===== src/rtl/mips_pkg.sv =====
// Shared definitions for the multicycle MIPS controller: state encoding,
// opcodes, datapath select encodings and the control word.
package mips_pkg;

  typedef enum logic [3:0] {
    S_FETCH   = 4'd0,
    S_DECODE  = 4'd1,
    S_MEMADR  = 4'd2,
    S_MEMRD   = 4'd3,
    S_MEMWB   = 4'd4,
    S_MEMWR   = 4'd5,
    S_RTYPEEX = 4'd6,
    S_ALUWB   = 4'd7,
    S_BEQEX   = 4'd8,
    S_IMMEX   = 4'd9,
    S_IMMWB   = 4'd10,
    S_JEX     = 4'd11,
    S_TRAP    = 4'd12
  } state_t;

  localparam logic [5:0] OP_RTYPE = 6'b000000;
  localparam logic [5:0] OP_J     = 6'b000010;
  localparam logic [5:0] OP_BEQ   = 6'b000100;
  localparam logic [5:0] OP_ADDI  = 6'b001000;
  localparam logic [5:0] OP_SLTI  = 6'b001010;
  localparam logic [5:0] OP_ANDI  = 6'b001100;
  localparam logic [5:0] OP_ORI   = 6'b001101;
  localparam logic [5:0] OP_XORI  = 6'b001110;
  localparam logic [5:0] OP_LW    = 6'b100011;
  localparam logic [5:0] OP_SW    = 6'b101011;

  localparam logic [1:0] ALUOP_ADD   = 2'b00;
  localparam logic [1:0] ALUOP_SUB   = 2'b01;
  localparam logic [1:0] ALUOP_FUNCT = 2'b10;
  localparam logic [1:0] ALUOP_IMM   = 2'b11;

  localparam logic [1:0] PCSRC_ALU    = 2'b00;
  localparam logic [1:0] PCSRC_ALUOUT = 2'b01;
  localparam logic [1:0] PCSRC_JUMP   = 2'b10;

  localparam logic [1:0] SRCB_RT    = 2'b00;
  localparam logic [1:0] SRCB_FOUR  = 2'b01;
  localparam logic [1:0] SRCB_IMM   = 2'b10;
  localparam logic [1:0] SRCB_IMMSH = 2'b11;

  typedef struct packed {
    logic       mem_req;
    logic       iord;
    logic       memwrite;
    logic       irwrite;
    logic       pcwrite;
    logic [1:0] pcsrc;
    logic       alusrca;
    logic [1:0] alusrcb;
    logic [1:0] aluop;
    logic       sextend;
    logic       regdst;
    logic       memtoreg;
    logic       regwrite;
  } ctrl_t;

  function automatic logic is_imm_op(input logic [5:0] op);
    return (op == OP_ADDI) || (op == OP_SLTI) || (op == OP_ANDI) ||
           (op == OP_ORI)  || (op == OP_XORI);
  endfunction

  // Arithmetic immediates sign-extend; logical ones zero-extend.
  function automatic logic imm_signed(input logic [5:0] op);
    return (op == OP_ADDI) || (op == OP_SLTI);
  endfunction

endpackage


===== src/rtl/multicycle_outdec.sv =====
// Combinational control-word decode from the current state and opcode.
// Memory-handshake strobes in FETCH follow mem_ready in the same cycle.
module multicycle_outdec
  import mips_pkg::*;
(
  input  logic [3:0] state,
  input  logic [5:0] op,
  input  logic       zero,
  input  logic       mem_ready,
  output ctrl_t      ctrl
);

  always_comb begin
    ctrl         = '0;
    ctrl.sextend = 1'b1;
    case (state_t'(state))
      S_FETCH: begin
        ctrl.mem_req = 1'b1;
        ctrl.alusrcb = SRCB_FOUR;
        ctrl.aluop   = ALUOP_ADD;
        ctrl.pcsrc   = PCSRC_ALU;
        ctrl.irwrite = mem_ready;
        ctrl.pcwrite = mem_ready;
      end
      S_DECODE: begin
        ctrl.alusrcb = SRCB_IMMSH;
        ctrl.aluop   = ALUOP_ADD;
      end
      S_MEMADR: begin
        ctrl.alusrca = 1'b1;
        ctrl.alusrcb = SRCB_IMM;
      end
      S_MEMRD: begin
        ctrl.mem_req = 1'b1;
        ctrl.iord    = 1'b1;
      end
      S_MEMWB: begin
        ctrl.memtoreg = 1'b1;
        ctrl.regwrite = 1'b1;
      end
      S_MEMWR: begin
        ctrl.mem_req  = 1'b1;
        ctrl.iord     = 1'b1;
        ctrl.memwrite = 1'b1;
      end
      S_RTYPEEX: begin
        ctrl.alusrca = 1'b1;
        ctrl.alusrcb = SRCB_RT;
        ctrl.aluop   = ALUOP_FUNCT;
      end
      S_ALUWB: begin
        ctrl.regdst   = 1'b1;
        ctrl.regwrite = 1'b1;
      end
      S_BEQEX: begin
        ctrl.alusrca = 1'b1;
        ctrl.alusrcb = SRCB_RT;
        ctrl.aluop   = ALUOP_SUB;
        ctrl.pcsrc   = PCSRC_ALUOUT;
        ctrl.pcwrite = zero;
      end
      S_IMMEX: begin
        ctrl.alusrca = 1'b1;
        ctrl.alusrcb = SRCB_IMM;
        ctrl.aluop   = ALUOP_IMM;
        ctrl.sextend = imm_signed(op);
      end
      S_IMMWB: begin
        ctrl.regwrite = 1'b1;
      end
      S_JEX: begin
        ctrl.pcsrc   = PCSRC_JUMP;
        ctrl.pcwrite = 1'b1;
      end
      default: ;
    endcase
  end

endmodule


===== src/rtl/multicycle_control.sv =====
// Multicycle MIPS controller: state register, next-state logic and sticky
// illegal-opcode flag; memory states hold until mem_ready.
module multicycle_control
  import mips_pkg::*;
(
  input  logic       clk,
  input  logic       rst_n,
  input  logic [5:0] op,
  input  logic       zero,
  input  logic       mem_ready,
  output logic       mem_req,
  output logic       iord,
  output logic       memwrite,
  output logic       irwrite,
  output logic       pcwrite,
  output logic [1:0] pcsrc,
  output logic       alusrca,
  output logic [1:0] alusrcb,
  output logic [1:0] aluop,
  output logic       sextend,
  output logic       regdst,
  output logic       memtoreg,
  output logic       regwrite,
  output logic       illegal,
  output logic [3:0] state
);

  state_t state_q, state_d;
  logic   illegal_q, illegal_d;
  ctrl_t  ctrl;

  always_comb begin
    state_d = state_q;
    case (state_q)
      S_FETCH:   if (mem_ready) state_d = S_DECODE;
      S_DECODE: begin
        if (op == OP_LW || op == OP_SW) state_d = S_MEMADR;
        else if (op == OP_RTYPE)        state_d = S_RTYPEEX;
        else if (op == OP_BEQ)          state_d = S_BEQEX;
        else if (is_imm_op(op))         state_d = S_IMMEX;
        else if (op == OP_J)            state_d = S_JEX;
        else                            state_d = S_TRAP;
      end
      S_MEMADR: begin
        if (op == OP_LW)      state_d = S_MEMRD;
        else if (op == OP_SW) state_d = S_MEMWR;
        else                  state_d = S_FETCH;
      end
      S_MEMRD:   if (mem_ready) state_d = S_MEMWB;
      S_MEMWR:   if (mem_ready) state_d = S_FETCH;
      S_RTYPEEX: state_d = S_ALUWB;
      S_IMMEX:   state_d = S_IMMWB;
      S_MEMWB, S_ALUWB, S_BEQEX, S_IMMWB, S_JEX: state_d = S_FETCH;
      S_TRAP:    state_d = S_TRAP;
      default:   state_d = S_FETCH;
    endcase
    illegal_d = illegal_q | (state_d == S_TRAP);
  end

  always_ff @(posedge clk or negedge rst_n) begin
    if (!rst_n) begin
      state_q   <= S_FETCH;
      illegal_q <= 1'b0;
    end else begin
      state_q   <= state_d;
      illegal_q <= illegal_d;
    end
  end

  multicycle_outdec u_outdec (
    .state     (state_q),
    .op        (op),
    .zero      (zero),
    .mem_ready (mem_ready),
    .ctrl      (ctrl)
  );

  // Strobes are gated by rst_n so an aborted instruction cannot write anything.
  assign mem_req  = ctrl.mem_req  & rst_n;
  assign memwrite = ctrl.memwrite & rst_n;
  assign irwrite  = ctrl.irwrite  & rst_n;
  assign pcwrite  = ctrl.pcwrite  & rst_n;
  assign regwrite = ctrl.regwrite & rst_n;

  assign iord     = ctrl.iord;
  assign pcsrc    = ctrl.pcsrc;
  assign alusrca  = ctrl.alusrca;
  assign alusrcb  = ctrl.alusrcb;
  assign aluop    = ctrl.aluop;
  assign sextend  = ctrl.sextend;
  assign regdst   = ctrl.regdst;
  assign memtoreg = ctrl.memtoreg;
  assign illegal  = illegal_q;
  assign state    = state_q;

endmodule

===== config.mk =====
export PLATFORM = sky130hd
export DESIGN_NAME = multicycle_control
export DESIGN_NICKNAME = d
export VERILOG_FILES = /design/src/rtl/mips_pkg.sv /design/src/rtl/multicycle_outdec.sv /design/src/rtl/multicycle_control.sv
export SDC_FILE = /design/constraint.sdc
export NUM_CORES = 1
export LEC_CHECK = 0
export ABC_AREA = 0
export BUFFER_PORTS_ARGS = -buffer_cell sky130_fd_sc_hd__buf_2
export CORE_MARGIN = 2
export CORE_UTILIZATION = 46
export CTS_BUF_LIST = sky130_fd_sc_hd__clkbuf_2 sky130_fd_sc_hd__clkbuf_4 sky130_fd_sc_hd__clkbuf_8
export CTS_CLUSTER_DIAMETER = 80
export DETAILED_ROUTE_END_ITERATION = 10
export PLACE_DENSITY_LB_ADDON = 0.08
export SYNTH_ARGS = -nofsm -noshare
export SYNTH_HDL_FRONTEND = slang
export SYNTH_SLANG_ARGS = --single-unit

===== constraint.sdc =====
create_clock -name clk -period 2 [get_ports clk]
set_input_delay 0.2 -clock clk [delete_from_list [all_inputs] [get_ports clk]]
set_output_delay 0.2 -clock clk [all_outputs]
set_load 0.01 [all_outputs]

==> reports/results.md, run 1 <==
Drt
- vias after detailed routing: 781
- DRC violations left: 0
- detailed-routing iteration count for the pre-antenna-repair pass: 4
- violation count after the first detailed-routing iteration: 16
- Via density: 5.66
- average routed wire per standard cell: 12.8 µm
- Post-Route WL: 1760 µm
- Antenna Nets Post-Route: 0

Floorplan
- Core Box Area: 1270 µm²
- initial cell density of the core: 0.481
- number of top-level pins: 31
- Die Height: 40.4 µm
- area of the die: 1630 µm²
- cell row count: 13
- die span in x: 40.4 µm

STA
- Setup TNS: 0 ns
- Max Clk Rate: 0.550 GHz
- final clock skew: 0.00732 ns
- Final Slew Violations: 0
- actual transition at the worst max-transition pin: 0.529 ns
- portion of the clock cycle consumed by the worst path in the final layout: 0.910
- Final Hold Violating Endpoints: 0
- relative slew slack: 0.647
- final critical-path required period: 1.82 ns
- setup-violating endpoint count in the final report: 0
- RSZ-0062 raised after global routing: no

Place
- sum of net half-perimeters after detailed placement: 1330 µm
- Placer Congestion: 0.830
- input/output buffers: 30

Power
- ratio of total power to cell area: 1200 nW/µm²
- Max rail drop VDD: 0.695 mV
- overall power after layout: 0.000981 W
- Leak Pwr: 0.414 nW

Global route
- antenna violations before repair: 0
- pin count of the biggest net entering global routing: 19
- first-pass GRT wire length: 2530 µm
- via count of the first global-routing pass: 596
- Global Route Usage Sum: 0.231
- total grt overflow: 0

Clock tree
- Clk Tree Root Cell: sky130_fd_sc_hd__clkbuf_4
- worst skew pair latency: 0.25 ns
- clock-pin slew on the worst setup and hold paths: 0.05 ns
- number of buffers inserted during clock tree synthesis: 3
- number of sinks on the clock net: 5
- post-CTS resize count: 0
- Max clock buf depth: 2
- CTS H-Tree Depth: 1
- number of post-CTS setup repair buffers: 0
- TritonCTS clock tree: yes

Critical path
- Critical Path RT: 1.80 ns
- Critical Path Sink Type: output port
- critical path startpoint category: register
- Crit Path Category: register to output port
- critical-path maximum fanout: 18
- data arrival time of the worst path: 1.62 ns

Synth
- count of distinct cell types in the synthesized netlist: 31
- top post-synthesis cells by area: sky130_fd_sc_hd__dfrtp_1 20%, sky130_fd_sc_hd__nor2_1 7.4%, sky130_fd_sc_hd__nor2b_1 6.1%
- post-synthesis instance total: 91
- area share of the largest cell type after synthesis: 0.205
- Synthesized Nets: 101
- flip-flop and latch count after synthesis: 5
- sequential fraction of the synthesis area: 0.205
- netlist area before placement: 611 µm²
- count of synthesis-stage warnings from yosys: 0
- cell taking the most area after synthesis: sky130_fd_sc_hd__dfrtp_1
- per-instance average area after synthesis: 6.71 µm²

Cells and area
- multi-input gate area in the final layout: 459 µm²
- most common cell after layout, fill and taps aside: sky130_fd_sc_hd__buf_2
- diode insertion count for antenna repair: 0
- ratio of cells with drive above 1 in the final layout: 0.317
- filler cell count: 136
- most frequent cells in the layout: 30 x sky130_fd_sc_hd__buf_2, 12 x sky130_fd_sc_hd__nor2_1, 9 x sky130_fd_sc_hd__nand2_1, 6 x sky130_fd_sc_hd__a21oi_1, 6 x sky130_fd_sc_hd__nor2b_1
- final net count: 134
- area added between synthesis and finish: 34.2%
- Storage cell area: 125 µm²

Run
- max-capacitance violation count: 0

Outcome
- outcome: completed

Worst hold path
- Hold/Removal Path Class: primary input to async pin

## layer usage
layer / vias up / track usage / part of all wire
met3: 0 / 0.0833 / 0.070
met1: 352 / 0.276 / 0.43
met4: 0 / 0 / 0
met2: 33 / 0.417 / 0.50
met5: - / 0 / 0
li1: 396 / - / -
## cells by family (layout without fill, tap and decap cells)
logic type	after synthesis	after routing	synth area share
and+or+nand+nor	49	49	0.418
AOI/OAI and AO/OA	28	28	0.305
buffers and inverters	7	39	0.0430
DFF	5	5	0.205
xor gates and xnor gates	2	2	0.0287
## report_power, final
part	internal, W	switching, W	total [W]
registers	0.000138	0.0000863	0.000224
clock network	0.0000890	0.0000424	0.000131
logic	0.000274	0.000352	0.000626
total	0.000501	0.000480	0.000981
## stage by stage
stage	instances	area [µm²]	worst slack [ns]	util	hold slack, ns
after global routing	138	820	0.0857	0.646	0.332
final	138	820	0.181	0.646	0.336
after floorplan	91	611	0.473	-	-0.0956
after global placement	133	779	0.345	0.614	0.0540
after CTS	138	820	0.190	0.646	0.325
after detailed placement	133	779	0.295	0.614	0.0544
## critical path, cell delays in order, from the launching register on
cell                       delay [ns]
sky130_fd_sc_hd__dfrtp_1         0.67
sky130_fd_sc_hd__nand2b_1        0.32
sky130_fd_sc_hd__nor2_1          0.06
sky130_fd_sc_hd__a31oi_1         0.14
sky130_fd_sc_hd__nor2b_1         0.06
sky130_fd_sc_hd__buf_2           0.13
## sequential cells by signal, summed over array words and instances (netlist names)
signal   count
illegal      1
state        4
## final cells by class
type,count,area share
clock buffer,4,0.0366
inverter,1,0.00458
multi-input combinational,79,0.560
sequential,5,0.153
tap,15,0.0229
timing repair buffer,34,0.223
## Yosys cell counts
master	n
sky130_fd_sc_hd__o211ai_1	1
sky130_fd_sc_hd__o21ai_1	3
sky130_fd_sc_hd__a32oi_1	1
sky130_fd_sc_hd__or3_1	1
sky130_fd_sc_hd__clkbuf_1	6
sky130_fd_sc_hd__inv_2	1
sky130_fd_sc_hd__o22ai_1	1
sky130_fd_sc_hd__dfrtp_1	5
sky130_fd_sc_hd__xor2_1	2
sky130_fd_sc_hd__nand2b_1	5
sky130_fd_sc_hd__a311o_1	1
sky130_fd_sc_hd__nor3_1	4
sky130_fd_sc_hd__nand3b_1	1
sky130_fd_sc_hd__a32o_1	1
sky130_fd_sc_hd__nand2_1	9
sky130_fd_sc_hd__o21ai_0	4
sky130_fd_sc_hd__and3_1	4
sky130_fd_sc_hd__o211ai_2	1
sky130_fd_sc_hd__a21oi_1	6
sky130_fd_sc_hd__a31oi_1	2
sky130_fd_sc_hd__a211oi_1	1
sky130_fd_sc_hd__o21bai_1	2
sky130_fd_sc_hd__nand3_1	3
sky130_fd_sc_hd__or4b_1	1
sky130_fd_sc_hd__o31ai_1	1
sky130_fd_sc_hd__nor2_1	12
sky130_fd_sc_hd__and4_1	1
sky130_fd_sc_hd__a21o_1	2
sky130_fd_sc_hd__a221oi_1	1
sky130_fd_sc_hd__nor2b_1	6
sky130_fd_sc_hd__nor3b_1	2
## path summary, 6_finish.rpt
check | endpoint | from | slack (ns) | depth (start not counted)
setup / recovery | regwrite | state[2] | 0.18 | 5
hold / removal | state[0] | rst_n | 0.34 | 2
setup reg to reg | illegal | state[1] | 0.43 | 5
hold reg to reg | illegal | illegal | 0.47 | 1
max in group asynchronous | illegal | rst_n | 1.48 | 2
min in group clk | state[2] | op[4] | 0.35 | 3
## timing repair
item,4_1_cts,5_1_grt
hold buffers,1,0
hold endpoints to repair,5,0
setup endpoints to repair,0,0
No activity file was read; power rests on OpenSTA's default activity.
==> inputs of run 2 (changes only) <==
Settings changed: CELL_PAD_IN_SITES_DETAIL_PLACEMENT from default to 0, CELL_PAD_IN_SITES_GLOBAL_PLACEMENT from default to 1, CORE_ASPECT_RATIO from default to 0.7, CORE_MARGIN 2 to 5, CORE_UTILIZATION 46 to 31.
==> run 2 against run 1 <==
Compared with the run above: total power grew 1.2%; first-iteration DRC count grew 38%; sequential share of layout area shrank 0.34 points; combinational power is essentially flat; final cell count grew 5.8%; core utilization shrank 20 points; design area grew 2.3%.
==> reports/results.md, run 2 (same netlist as run 1, synthesis figures left out) <==
Outcome
- outcome: completed

STA
- portion of the clock cycle consumed by the worst path in the final layout: 0.923
- final clock skew: 0.00366 ns
- relative slew slack: 0.624
- Setup TNS: 0 ns
- actual transition at the worst max-transition pin: 0.564 ns
- Final Hold Violating Endpoints: 0
- setup-violating endpoint count in the final report: 0
- WHS: 0.347 ns
- RSZ-0062 raised after global routing: no
- final critical-path required period: 1.85 ns
- Final Slew Violations: 0
- Max Clk Rate: 0.542 GHz

Global route
- total grt overflow: 0
- first-pass GRT wire length: 3210 µm
- Global Route Usage Sum: 0.136
- antenna violations before repair: 0
- pin count of the biggest net entering global routing: 19
- via count of the first global-routing pass: 725

Place
- input/output buffers: 30
- Placer Congestion: 0.772
- cell area after placement: 796 µm²
- sum of net half-perimeters after detailed placement: 1500 µm
- placed insts: 141

Critical path
- data arrival time of the worst path: 1.65 ns
- critical path startpoint category: register
- Crit Path Category: register to output port
- critical-path maximum fanout: 18
- Critical Path Sink Type: output port
- Critical Path RT: 1.80 ns

Clock tree
- clock-pin slew on the worst setup and hold paths: 0.04 ns
- number of post-CTS setup repair buffers: 0
- Clk Tree Root Cell: sky130_fd_sc_hd__clkbuf_4
- CTS H-Tree Depth: 1
- number of buffers inserted during clock tree synthesis: 3
- TritonCTS clock tree: yes
- number of sinks on the clock net: 5
- Max clock buf depth: 2
- worst skew pair latency: 0.24 ns

Floorplan
- Core Box Area: 1870 µm²
- Die Height: 47.1 µm
- cell row count: 13
- number of top-level pins: 31
- initial cell density of the core: 0.326
- die span in x: 63.0 µm
- area of the die: 2970 µm²

Cells and area
- final standard cell utilization of the core: 0.448
- area added between synthesis and finish: 37.3%
- flip-flop count of the largest register after layout: 4
- ratio of cells with drive above 1 in the final layout: 0.331
- most common cell after layout, fill and taps aside: sky130_fd_sc_hd__buf_2
- most frequent cells in the layout: 30 x sky130_fd_sc_hd__buf_2, 11 x sky130_fd_sc_hd__nor2_1, 9 x sky130_fd_sc_hd__nand2_1, 6 x sky130_fd_sc_hd__a21oi_1, 6 x sky130_fd_sc_hd__nor2b_1
- diode insertion count for antenna repair: 0
- final net count: 135
- post-route non-filler standard cell count: 146
- final instance area: 838 µm²

Drt
- average routed wire per standard cell: 13.3 µm
- vias after detailed routing: 765
- Antenna Nets Post-Route: 0
- violation count after the first detailed-routing iteration: 22
- DRC violations left: 0
- detailed-routing iteration count for the pre-antenna-repair pass: 3
- Post-Route WL: 1950 µm
- Via density: 5.24

Run
- max-capacitance violation count: 0

Worst hold path
- Hold/Removal Path Class: primary input to async pin

Power
- ratio of total power to cell area: 1180 nW/µm²
- Leak Pwr: 0.419 nW
- Max rail drop VDD: 0.583 mV

[run 2: cell type report]
type,instances,area [µm²]
Tap cell,22,27.5
Inverter,1,3.75
Multi-Input combinational cell,79,462
Fill cell,205,1030
Clock buffer,4,30.0
Timing Repair Buffer,35,190
Sequential cell,5,125
[run 2: worst max-delay path, cell delays in order (launching register included)]
cell	delay [ns]
sky130_fd_sc_hd__dfrtp_1	0.69
sky130_fd_sc_hd__nand2b_1	0.33
sky130_fd_sc_hd__nor2_1	0.06
sky130_fd_sc_hd__a31oi_1	0.14
sky130_fd_sc_hd__nor2b_1	0.06
sky130_fd_sc_hd__buf_2	0.13
[run 2: per-stage QoR]
step	worst slack, ns	total power [W]
after floorplan	0.473	0.000622
after global placement	0.342	0.000858
after detailed placement	0.314	0.000862
after CTS	0.150	0.000999
after global routing	0.0252	0.00109
final	0.154	0.000993
[run 2: worst paths after layout]
path,start,endpoint,slack (ns),depth (start not counted)
max,state[2],regwrite,0.15,5
min,rst_n,state[3],0.35,2
max reg2reg,state[1],illegal,0.33,5
min reg2reg,illegal,illegal,0.45,1
max in group asynchronous,rst_n,state[1],1.48,2
min in group clk,op[4],state[2],0.35,3
[run 2: what timing repair did]
action                                 CTS  global route
resized for setup                        0             1
setup endpoints to repair                0             1
endpoints found under the hold margin    5             0
hold buffers                             1             0
[run 2: power breakdown]
group | switching (W) | internal, W
logic | 0.000351 | 0.000277
clock network | 0.0000399 | 0.0000888
registers | 0.0000985 | 0.000138
total | 0.000490 | 0.000504
[run 2: routing by layer]
metal | vias to the layer above | track usage | part of all wire
li1 | 405 | - | -
met1 | 342 | 0.167 | 0.49
met2 | 18 | 0.241 | 0.44
met3 | 0 | 0.0526 | 0.070
met4 | 0 | 0.0127 | 0
met5 | - | 0 | 0
==> inputs of run 3 (changes only) <==
==> constraint.sdc (replaced) <==
create_clock -name clk -period 2 [get_ports clk]
set_input_delay 0.4 -clock clk [delete_from_list [all_inputs] [get_ports clk]]
set_output_delay 0.4 -clock clk [all_outputs]
set_load 0.01 [all_outputs]
==> run 3 against run 2 <==
Compared with the run above: the run now ends with hold timing left; critical path depth is 2 lower; worst hold slack worse by 0.35 ns; register-to-register slack better by 0.14 ns; final cell count stayed put; flip-flop and latch count stayed put.
==> reports/results.md, run 3 (same netlist as run 1, synthesis figures left out) <==
Global route
- total grt overflow: 0
- Global Route Usage Sum: 0.137
- pin count of the biggest net entering global routing: 12
- first-pass GRT wire length: 3220 µm
- antenna violations before repair: 0
- via count of the first global-routing pass: 731

Cells and area
- ratio of cells with drive above 1 in the final layout: 0.363
- most common cell after layout, fill and taps aside: sky130_fd_sc_hd__buf_2
- filler cell count: 208
- final net count: 135
- area added between synthesis and finish: 37.7%
- most frequent cells in the layout: 30 x sky130_fd_sc_hd__buf_2, 11 x sky130_fd_sc_hd__nor2_1, 9 x sky130_fd_sc_hd__nand2_1, 6 x sky130_fd_sc_hd__a21oi_1
- diode insertion count for antenna repair: 0
- post-route non-filler standard cell count: 146
- Storage cell area: 128 µm²
- multi-input gate area in the final layout: 464 µm²
- flip-flop count of the largest register after layout: 4
- final instance area: 841 µm²

STA
- Final Hold Violating Endpoints: 3
- Max Clk Rate: 0.526 GHz
- final clock skew: 0.00201 ns
- setup-violating endpoint count in the final report: 0
- RSZ-0062 raised after global routing: yes
- portion of the clock cycle consumed by the worst path in the final layout: 0.951
- Final Slew Violations: 0
- actual transition at the worst max-transition pin: 0.474 ns
- WHS: -0.00120 ns
- relative slew slack: 0.682
- final critical-path required period: 1.90 ns

Clock tree
- TritonCTS clock tree: yes
- Clk Tree Root Cell: sky130_fd_sc_hd__clkbuf_4
- number of sinks on the clock net: 5
- worst skew pair latency: 0.25 ns
- CTS H-Tree Depth: 1
- Max clock buf depth: 2
- clock-pin slew on the worst setup and hold paths: 0.04 ns
- number of buffers inserted during clock tree synthesis: 3
- number of post-CTS setup repair buffers: 0

Power
- part of the total power dissipated in combinational logic: 0.661
- overall power after layout: 0.00103 W
- fraction of power consumed by the clock network: 0.129
- ratio of total power to cell area: 1230 nW/µm²
- internal power: 0.000528 W
- switching fraction of total power: 0.488
- net switching power: 0.000503 W
- sequential share of power: 0.210
- Leak Pwr: 0.418 nW
- Max rail drop VDD: 0.604 mV

Drt
- Via density: 5.27
- Antenna Nets Post-Route: 0
- vias after detailed routing: 769
- detailed-routing iteration count for the pre-antenna-repair pass: 7
- average routed wire per standard cell: 13.4 µm
- violation count after the first detailed-routing iteration: 63
- Post-Route WL: 1960 µm
- DRC violations left: 0

Floorplan
- number of top-level pins: 31
- cell row count: 13
- area of the die: 2970 µm²
- Core Box Area: 1870 µm²
- die span in x: 63.0 µm
- initial cell density of the core: 0.326
- Die Height: 47.1 µm

Critical path
- Crit Path Category: register to output port
- data arrival time of the worst path: 1.50 ns
- Critical Path Sink Type: output port
- critical path startpoint category: register
- combined buffer and inverter count along the critical path: 1
- chain of cells forming the critical path: nand2b_1 -> a311o_1 -> buf_2
- Slowest cell on crit path: sky130_fd_sc_hd__dfrtp_2
- Crit path max-delay family: flip-flops
- critical-path maximum fanout: 11
- Critical Path RT: 1.60 ns
- Critical Path Max Stage Delay: 0.48 ns

Outcome
- failing checks: hold timing
- outcome: finished with violations

Worst hold path
- Hold/Removal Path Class: primary input to async pin

Place
- Placer Congestion: 0.805
- placed insts: 142
- cell area after placement: 803 µm²
- sum of net half-perimeters after detailed placement: 1510 µm
- input/output buffers: 30

Run
- max-capacitance violation count: 0

[run 3: final timing paths]
check,start,to,slack (ns),depth (start not counted)
min reg2reg,illegal,illegal,0.46,1
max,state[1],sextend,0.1,3
min in group clk,illegal,illegal,0.46,1
max reg2reg,state[1],illegal,0.47,5
max in group asynchronous,rst_n,state[0],1.81,1
min,rst_n,state[1],-0.001,1
[run 3: layer usage]
| metal | vias to the layer above | share of wire | global-route usage |
|---|---|---|---|
| met5 | - | 0 | 0 |
| met4 | 0 | 0 | 0.0127 |
| met3 | 0 | 0.079 | 0.0598 |
| met2 | 20 | 0.45 | 0.243 |
| met1 | 352 | 0.47 | 0.164 |
| li1 | 397 | - | - |
[run 3: what timing repair did]
action / in CTS / in global routing
resized for setup: 1 / 4
hold buffers: 0 / 0
setup endpoints to repair: 1 / 3
pin swaps: 0 / 0
[run 3: power by group through the flow]
stage	logic, W	clock network (W)	registers [W]
finish	0.000681	0.000133	0.000216
global route	0.000761	0.000139	0.000229
CTS	0.000680	0.000134	0.000212
detailed placement	0.000676	0	0.000210
global placement	0.000679	0	0.000209
floorplan	0.000439	0	0.000183
[run 3: area by class of cell]
cell class | instances | area share
multi-input cells | 79 | 0.552
repair buffers | 35 | 0.223
flip-flops and latches | 5 | 0.152
clock buffers | 4 | 0.0357
well taps | 22 | 0.0327
inverters | 1 | 0.00446
[run 3: metrics by stage]
stage / setup WS, ns / utilization / TNS, ns
2_1_floorplan: 0.273 / - / 0
3_3_place_gp: 0.145 / 0.429 / 0
3_5_place_dp: 0.123 / 0.429 / 0
4_1_cts: 0.00988 / 0.447 / 0
5_1_grt: -0.00605 / 0.449 / -0.00605
6_report: 0.0977 / 0.449 / 0
